$ cat config.mk
export PLATFORM = sky130hd
export DESIGN_NAME = drive_arbiter_flat
export DESIGN_NICKNAME = d
export VERILOG_FILES = /design/src/rtl/drive_arbiter_pkg.sv /design/src/rtl/drive_arbiter_if.sv /design/src/rtl/drive_arbiter_dir_encoder.sv /design/src/rtl/drive_arbiter.sv /design/src/flat_wrapper.sv
export SDC_FILE = /design/constraint.sdc
export NUM_CORES = 1
export LEC_CHECK = 0
export BUFFER_PORTS_ARGS = -buffer_cell sky130_fd_sc_hd__buf_4
export CAP_MARGIN = 20
export CORE_MARGIN = 3
export CORE_UTILIZATION = 58
export DETAILED_ROUTE_END_ITERATION = 12
export GPL_TIMING_DRIVEN = 0
export HOLD_SLACK_MARGIN = 0.12
export MAX_ROUTING_LAYER = met4
export PLACE_DENSITY = 0.9
export SLEW_MARGIN = 5
export SYNTH_ARGS = -nofsm -noshare
export SYNTH_HDL_FRONTEND = slang
export SYNTH_SLANG_ARGS = --single-unit
$ cat constraint.sdc
create_clock -name clk -period 2.8 [get_ports clk]
set_input_delay 0.56 -clock clk [delete_from_list [all_inputs] [get_ports clk]]
set_output_delay 0.56 -clock clk [all_outputs]
set_load 0.01 [all_outputs]
$ cat src/rtl/drive_arbiter_pkg.sv
// Shared types for the drive arbiter: direction codes, modes, FSM states,
// manual flag bit positions and small helper functions.
package drive_pkg;

    typedef enum logic [3:0] {
        DIR_STOP = 4'd0,
        DIR_W    = 4'd1,
        DIR_A    = 4'd2,
        DIR_S    = 4'd3,
        DIR_D    = 4'd4,
        DIR_WA   = 4'd5,
        DIR_WD   = 4'd6,
        DIR_AS   = 4'd7,
        DIR_AD   = 4'd8
    } dir_t;

    typedef enum logic [1:0] {
        MODE_NONE   = 2'd0,
        MODE_MANUAL = 2'd1,
        MODE_AUTO   = 2'd2
    } mode_t;

    typedef enum logic [1:0] {
        ST_IDLE   = 2'd0,
        ST_MANUAL = 2'd1,
        ST_AUTO   = 2'd2,
        ST_SWITCH = 2'd3
    } state_t;

    // Bit positions inside man_flags = {stop,ad,as,wd,wa,d,s,a,w}
    localparam int MAN_FLAGS_W = 9;
    localparam int FLAG_W      = 0;
    localparam int FLAG_A      = 1;
    localparam int FLAG_S      = 2;
    localparam int FLAG_D      = 3;
    localparam int FLAG_WA     = 4;
    localparam int FLAG_WD     = 5;
    localparam int FLAG_AS     = 6;
    localparam int FLAG_AD     = 7;
    localparam int FLAG_STOP   = 8;

    function automatic int cnt_w(input int n);
        return (n < 2) ? 1 : $clog2(n);
    endfunction

    function automatic dir_t to_dir(input logic [3:0] code);
        return (code > 4'd8) ? DIR_STOP : dir_t'(code);
    endfunction

endpackage

$ cat src/rtl/drive_arbiter_if.sv
// Bundle of the arbiter's mode/command inputs and motor-side outputs.
// The arbiter uses the slave modport; the upstream/test side uses master.
interface drive_arbiter_if;
    import drive_pkg::*;

    logic                   manual_on;
    logic                   auto_on;
    logic [MAN_FLAGS_W-1:0] man_flags;
    logic [3:0]             auto_dir;
    logic                   auto_valid;
    logic                   auto_ready;
    dir_t                   drive_dir;
    logic                   drive_update;
    mode_t                  active_mode;
    logic                   wd_trip;

    modport slave (
        input  manual_on, auto_on, man_flags, auto_dir, auto_valid,
        output auto_ready, drive_dir, drive_update, active_mode, wd_trip
    );

    modport master (
        output manual_on, auto_on, man_flags, auto_dir, auto_valid,
        input  auto_ready, drive_dir, drive_update, active_mode, wd_trip
    );

endinterface

$ cat src/rtl/drive_arbiter_dir_encoder.sv
// Combinational one-hot manual flag decoder; anything but exactly one
// direction flag (including the stop flag alone) yields STOP.
module dir_encoder
    import drive_pkg::*;
(
    input  logic [MAN_FLAGS_W-1:0] i_flags,
    output dir_t                   o_dir
);

    localparam logic [MAN_FLAGS_W-1:0] ONE = MAN_FLAGS_W'(1);

    always_comb begin
        o_dir = DIR_STOP;
        case (i_flags)
            ONE << FLAG_W:  o_dir = DIR_W;
            ONE << FLAG_A:  o_dir = DIR_A;
            ONE << FLAG_S:  o_dir = DIR_S;
            ONE << FLAG_D:  o_dir = DIR_D;
            ONE << FLAG_WA: o_dir = DIR_WA;
            ONE << FLAG_WD: o_dir = DIR_WD;
            ONE << FLAG_AS: o_dir = DIR_AS;
            ONE << FLAG_AD: o_dir = DIR_AD;
            default:        o_dir = DIR_STOP;
        endcase
    end

endmodule

$ cat src/rtl/drive_arbiter.sv
// Motor direction arbiter: chooses manual or autonomous commands with a timed
// STOP dwell on every mode change. Optional auto watchdog: DRIVE_WATCHDOG_EN.
module drive_arbiter
    import drive_pkg::*;
#(
    parameter int DWELL_CYCLES   = 2_500_000,
    parameter int TIMEOUT_CYCLES = 25_000_000
) (
    input  logic            clk,
    input  logic            rst_n,
    drive_arbiter_if.slave  bus
);

    localparam int                 DWELL_W    = cnt_w(DWELL_CYCLES);
    localparam logic [DWELL_W-1:0] DWELL_LAST = DWELL_W'(DWELL_CYCLES - 1);

    if (DWELL_CYCLES < 1) begin : g_bad_dwell
        $error("DWELL_CYCLES must be at least 1");
    end
    if (TIMEOUT_CYCLES < 1) begin : g_bad_timeout
        $error("TIMEOUT_CYCLES must be at least 1");
    end

    state_t             r_state, w_state_nxt;
    mode_t              r_active_mode, w_mode_nxt;
    mode_t              r_sw_target, w_sw_target_nxt;
    mode_t              w_target;
    dir_t               r_drive_dir, w_dir_nxt, w_man_dir;
    logic [DWELL_W-1:0] r_dwell, w_dwell_nxt;
    logic               r_auto_ready, w_auto_ready_nxt;
    logic               r_drive_update;
    logic               r_wd_trip, w_wd_trip_nxt;
    logic               w_mode_change;
    logic               w_accept;
    logic               w_wd_fire;

    dir_encoder u_dir_encoder (
        .i_flags (bus.man_flags),
        .o_dir   (w_man_dir)
    );

    // Both requests high is a conflict and resolves to NONE.
    always_comb begin
        w_target = MODE_NONE;
        if (bus.manual_on && !bus.auto_on)
            w_target = MODE_MANUAL;
        else if (bus.auto_on && !bus.manual_on)
            w_target = MODE_AUTO;
    end

    assign w_mode_change = (r_state != ST_SWITCH) && (w_target != r_active_mode);
    assign w_accept      = r_auto_ready && bus.auto_valid;

`ifdef DRIVE_WATCHDOG_EN
    localparam int              WD_W    = cnt_w(TIMEOUT_CYCLES);
    localparam logic [WD_W-1:0] WD_LAST = WD_W'(TIMEOUT_CYCLES - 1);

    logic [WD_W-1:0] r_wd_cnt;
    logic            r_wd_tripped;

    assign w_wd_fire = (r_state == ST_AUTO) && !r_wd_tripped && !w_accept &&
                       (r_wd_cnt == WD_LAST);

    // Held at zero outside AUTO, so entering AUTO always starts a fresh window.
    always_ff @(posedge clk or negedge rst_n) begin
        if (!rst_n) begin
            r_wd_cnt     <= '0;
            r_wd_tripped <= 1'b0;
        end else if ((r_state != ST_AUTO) || w_accept) begin
            r_wd_cnt     <= '0;
            r_wd_tripped <= 1'b0;
        end else if (r_wd_cnt == WD_LAST) begin
            r_wd_tripped <= 1'b1;
        end else begin
            r_wd_cnt <= r_wd_cnt + 1'b1;
        end
    end
`else
    assign w_wd_fire = 1'b0;
`endif

    always_ff @(posedge clk or negedge rst_n) begin
        if (!rst_n) begin
            r_state        <= ST_IDLE;
            r_active_mode  <= MODE_NONE;
            r_sw_target    <= MODE_NONE;
            r_drive_dir    <= DIR_STOP;
            r_dwell        <= '0;
            r_auto_ready   <= 1'b0;
            r_drive_update <= 1'b0;
            r_wd_trip      <= 1'b0;
        end else begin
            r_state        <= w_state_nxt;
            r_active_mode  <= w_mode_nxt;
            r_sw_target    <= w_sw_target_nxt;
            r_drive_dir    <= w_dir_nxt;
            r_dwell        <= w_dwell_nxt;
            r_auto_ready   <= w_auto_ready_nxt;
            r_drive_update <= (w_dir_nxt != r_drive_dir);
            r_wd_trip      <= w_wd_trip_nxt;
        end
    end

    // The dwell tracks the target it was started for; any change restarts it.
    always_comb begin
        w_state_nxt     = r_state;
        w_dwell_nxt     = r_dwell;
        w_sw_target_nxt = r_sw_target;
        case (r_state)
            ST_SWITCH: begin
                if (w_target != r_sw_target) begin
                    w_dwell_nxt     = '0;
                    w_sw_target_nxt = w_target;
                end else if (r_dwell == DWELL_LAST) begin
                    w_dwell_nxt = '0;
                    case (r_sw_target)
                        MODE_MANUAL: w_state_nxt = ST_MANUAL;
                        MODE_AUTO:   w_state_nxt = ST_AUTO;
                        default:     w_state_nxt = ST_IDLE;
                    endcase
                end else begin
                    w_dwell_nxt = r_dwell + 1'b1;
                end
            end
            default: begin
                if (w_mode_change) begin
                    w_state_nxt     = ST_SWITCH;
                    w_dwell_nxt     = '0;
                    w_sw_target_nxt = w_target;
                end
            end
        endcase
    end

    always_comb begin
        w_dir_nxt        = r_drive_dir;
        w_wd_trip_nxt    = 1'b0;
        w_auto_ready_nxt = (w_state_nxt == ST_AUTO);
        case (w_state_nxt)
            ST_MANUAL: w_mode_nxt = MODE_MANUAL;
            ST_AUTO:   w_mode_nxt = MODE_AUTO;
            default:   w_mode_nxt = MODE_NONE;
        endcase
        case (r_state)
            ST_MANUAL: begin
                w_dir_nxt = w_mode_change ? DIR_STOP : w_man_dir;
            end
            ST_AUTO: begin
                if (w_mode_change) begin
                    w_dir_nxt = DIR_STOP;
                end else if (w_accept) begin
                    w_dir_nxt = to_dir(bus.auto_dir);
                end else if (w_wd_fire) begin
                    w_dir_nxt     = DIR_STOP;
                    w_wd_trip_nxt = 1'b1;
                end
            end
            default: begin
                w_dir_nxt = DIR_STOP;
            end
        endcase
    end

    assign bus.auto_ready   = r_auto_ready;
    assign bus.drive_dir    = r_drive_dir;
    assign bus.drive_update = r_drive_update;
    assign bus.active_mode  = r_active_mode;
    assign bus.wd_trip      = r_wd_trip;

endmodule
$ cat src/flat_wrapper.sv
// flat-port wrapper written by rule: the top's interface ports become plain ports
module drive_arbiter_flat import drive_pkg::*;
#(
    parameter int DWELL_CYCLES   = 2_500_000,
    parameter int TIMEOUT_CYCLES = 25_000_000
)
  (clk, rst_n, bus_manual_on, bus_auto_on, bus_man_flags, bus_auto_dir, bus_auto_valid, bus_auto_ready, bus_drive_dir, bus_drive_update, bus_active_mode, bus_wd_trip);
  drive_arbiter_if bus_i ();
  input  logic clk;
  input  logic rst_n;
  input wire logic [$bits(bus_i.manual_on)-1:0] bus_manual_on;
  input wire logic [$bits(bus_i.auto_on)-1:0] bus_auto_on;
  input wire logic [$bits(bus_i.man_flags)-1:0] bus_man_flags;
  input wire logic [$bits(bus_i.auto_dir)-1:0] bus_auto_dir;
  input wire logic [$bits(bus_i.auto_valid)-1:0] bus_auto_valid;
  output wire logic [$bits(bus_i.auto_ready)-1:0] bus_auto_ready;
  output wire logic [$bits(bus_i.drive_dir)-1:0] bus_drive_dir;
  output wire logic [$bits(bus_i.drive_update)-1:0] bus_drive_update;
  output wire logic [$bits(bus_i.active_mode)-1:0] bus_active_mode;
  output wire logic [$bits(bus_i.wd_trip)-1:0] bus_wd_trip;
  assign bus_i.manual_on = bus_manual_on;
  assign bus_i.auto_on = bus_auto_on;
  assign bus_i.man_flags = bus_man_flags;
  assign bus_i.auto_dir = bus_auto_dir;
  assign bus_i.auto_valid = bus_auto_valid;
  assign bus_auto_ready = bus_i.auto_ready;
  assign bus_drive_dir = bus_i.drive_dir;
  assign bus_drive_update = bus_i.drive_update;
  assign bus_active_mode = bus_i.active_mode;
  assign bus_wd_trip = bus_i.wd_trip;
  drive_arbiter #(.DWELL_CYCLES(DWELL_CYCLES), .TIMEOUT_CYCLES(TIMEOUT_CYCLES)) u_core (.clk(clk), .rst_n(rst_n), .bus(bus_i));
endmodule
==> run metrics <==
Synth async-reset ratio=1.000; layout cell share with drive strength beyond 1=0.2098; TritonCTS buffer count=5; ys flop type=dfrtp_1; Final WS setup=456.2 ps; postcts setup bufs=0; Hold Fails Final Rpt=0; die footprint=0.004711 mm2; initial antenna violation count=0; PD cells=470.2 mW/mm2; initial core utilization=0.6125; floorplan core area=0.003716 mm2; final net count=308; synth cell count leaders=dfrtp_1 (33), nand2_1 (27), nor2_1 (22); syn nets=277; DP Wirelength=3700 um; Syn. warnings=0; antenna cells=0; final non-filler cell total=334; Crit. End Element=register; Post-synth EDFFs=0; pin count of the biggest net entering global routing=34; # port buffers=24; GR Overflow Total=0; Routed WL per cell=16.01 um; R2R Setup Slk=460 ps; Synth Area in XOR/XNOR=0.05772; Req. time, crit path=2990 ps; TritonCTS clock tree=built; fin crit period=2344 ps; Synth area leader=dfrtp_1; clock skew=5.778 ps; Setup Viol. Count Final=0; setup TNS=0 ps; dominant cells by area after synthesis=dfrtp_1 (36%), nand2_1 (4.5%), xor2_1 (4.2%); Synth Instances=255; Critical Path Fanout Max=10; initial drt markers=205; post-synthesis sequential area ratio=0.3628; vias post-DR=2105; RSZ-0062 raised after global routing=no; # IOs=27; Setup CP Type=register to register; post-placement cell count=327; status=completed; clock tree sinks=33; routed wire length=5346 um; critical path arrival=2540 ps; syn_area_per_cell=8.925 um2; H-tree lvl count=2; Leakage=1.084 nW; # resized after CTS=0; Post-Synth Simple-Gate Area=0.3183; IR Drop Worst-Case VDD=405.1 uV; mapped cell area=0.002276 mm2; Die Wd=68.64 um; post-placement setup slack=408.0 ps; mux contribution to synthesized area=0.01429; total power=1.225 mW; DR vias/cell=6.302; top cell type's share of synthesized area=0.3628; DRT antenna net count=0; clk buf depth=2; Die Y=68.64 um; Compound-Gate Fraction of Synth Area=0.1704; vias in the first global route=2004; GP Congestion=0.9001; crit share post-route=0.8371; row count=22; maximum clock rate=426.6 MHz; Cell variety after synth=64; Layout area overhead=14.51%; largest family of logic cells by synthesized area=simple AND/OR/NAND/NOR gates; Min-Delay Path Class=input port to async pin; drt first pass iters=5; Global Route Usage Sum=0.2622; hold_ws=205.5 ps; count leader, synth=dfrtp_1; Slew Viols, Final=0; Yosys reg bits=33; startpoint types=register; CTS hold repair buffers=0; global-route wire length before repair=9094 um; max_cap viols=0; clk_lat worst skew=290 ps; clk slew on worst S/H paths=70 ps; CTS root buf=clkbuf_8; adder-cell area share of the yosys netlist=0.02199; DRC Markers=0
-- per-stage QoR --
stage	cell area, um2	utilization
4_1_cts	2606	0.7013
3_3_place_gp	2516	0.6771
5_1_grt	2606	0.7013
2_1_floorplan	2276	-
6_report	2606	0.7013
3_5_place_dp	2516	0.6771
-- placed cells by master, fill, tap and decap left out, drive strengths merged, types with 2 or more instances in the layout --
cell,n
dfrtp,33
buf,32
nand2,27
nor2,23
o21ai,16
a21oi,15
nand2b,12
xor2,11
a31oi,11
nand4,10
clkbuf,10
inv,8
nand3,8
or3,6
nor4b,5
nor3,5
xnor2,4
ha,4
and3,4
nor4,4
and2,3
and4,2
mux2,2
o2111ai,2
o22ai,2
or2,2
a211oi,2
nor3b,2
-- per-layer routing --
metal,track usage,share of wire,up-vias
li1,-,-,986
met1,0.3262,0.43,1011
met2,0.4207,0.48,90
met3,0.06159,0.071,18
met4,0.08437,0.017,0
met5,-,0,-
-- final timing paths --
| path | from | endpoint | depth (start not counted) |
|---|---|---|---|
| max | u_core.r_dwell[0] | u_core.r_dwell[16] | 10 |
| max in group asynchronous | rst_n | u_core.r_state[1] | 1 |
| min reg2reg | u_core.r_dwell[3] | u_core.r_dwell[3] | 1 |
| min in group clk | u_core.r_dwell[3] | u_core.r_dwell[3] | 1 |
| min | rst_n | u_core.r_dwell[14] | 1 |
| max reg2reg | u_core.r_dwell[0] | u_core.r_dwell[16] | 10 |
-- state kept, by name, indices dropped and copies added, names as in the netlist --
signal	cells
u_core.r_state	2
u_core.bus.drive_dir	4
u_core.r_sw_target	2
u_core.bus.drive_update	1
u_core.r_dwell	22
u_core.bus.active_mode	2
-- cell families after synthesis --
kind of cell | Yosys count
buffers and inverters | 20
XOR/XNOR | 15
flip-flops | 33
AO/OA/AOI/OAI | 58
multiplexers | 3
AND/OR/NAND/NOR | 121
adder cells (fa/ha/maj) | 4
other | 1
-- power breakdown --
group          internal [mW]  switching (mW)
combinational          0.129           0.190
sequential             0.505          0.0323
clock                  0.194           0.175
total                  0.828           0.397
-- worst max-delay path, stage by stage, from the launching register on --
cell and delay (ps):
dfrtp_1 410, ha_1 240, and3_1 180, clkbuf_2 170
nand4_1 120, nor3_2 80, nor3b_2 230, clkbuf_8 220
buf_2 240, a21oi_1 130, a31oi_1 230
-- cell type report --
| type | instances | area, um2 |
|---|---|---|
| buffer | 12 | 90.09 |
| inverter | 8 | 30.03 |
| sequential | 33 | 825.8 |
| tap | 48 | 60.06 |
| timing repair buffer | 24 | 180.2 |
| multi-input combinational | 202 | 1330 |
| clock buffer | 6 | 82.58 |
| fill | 316 | 1110 |
| clock inverter | 1 | 7.507 |
No activity file was read; power rests on OpenSTA's default activity.
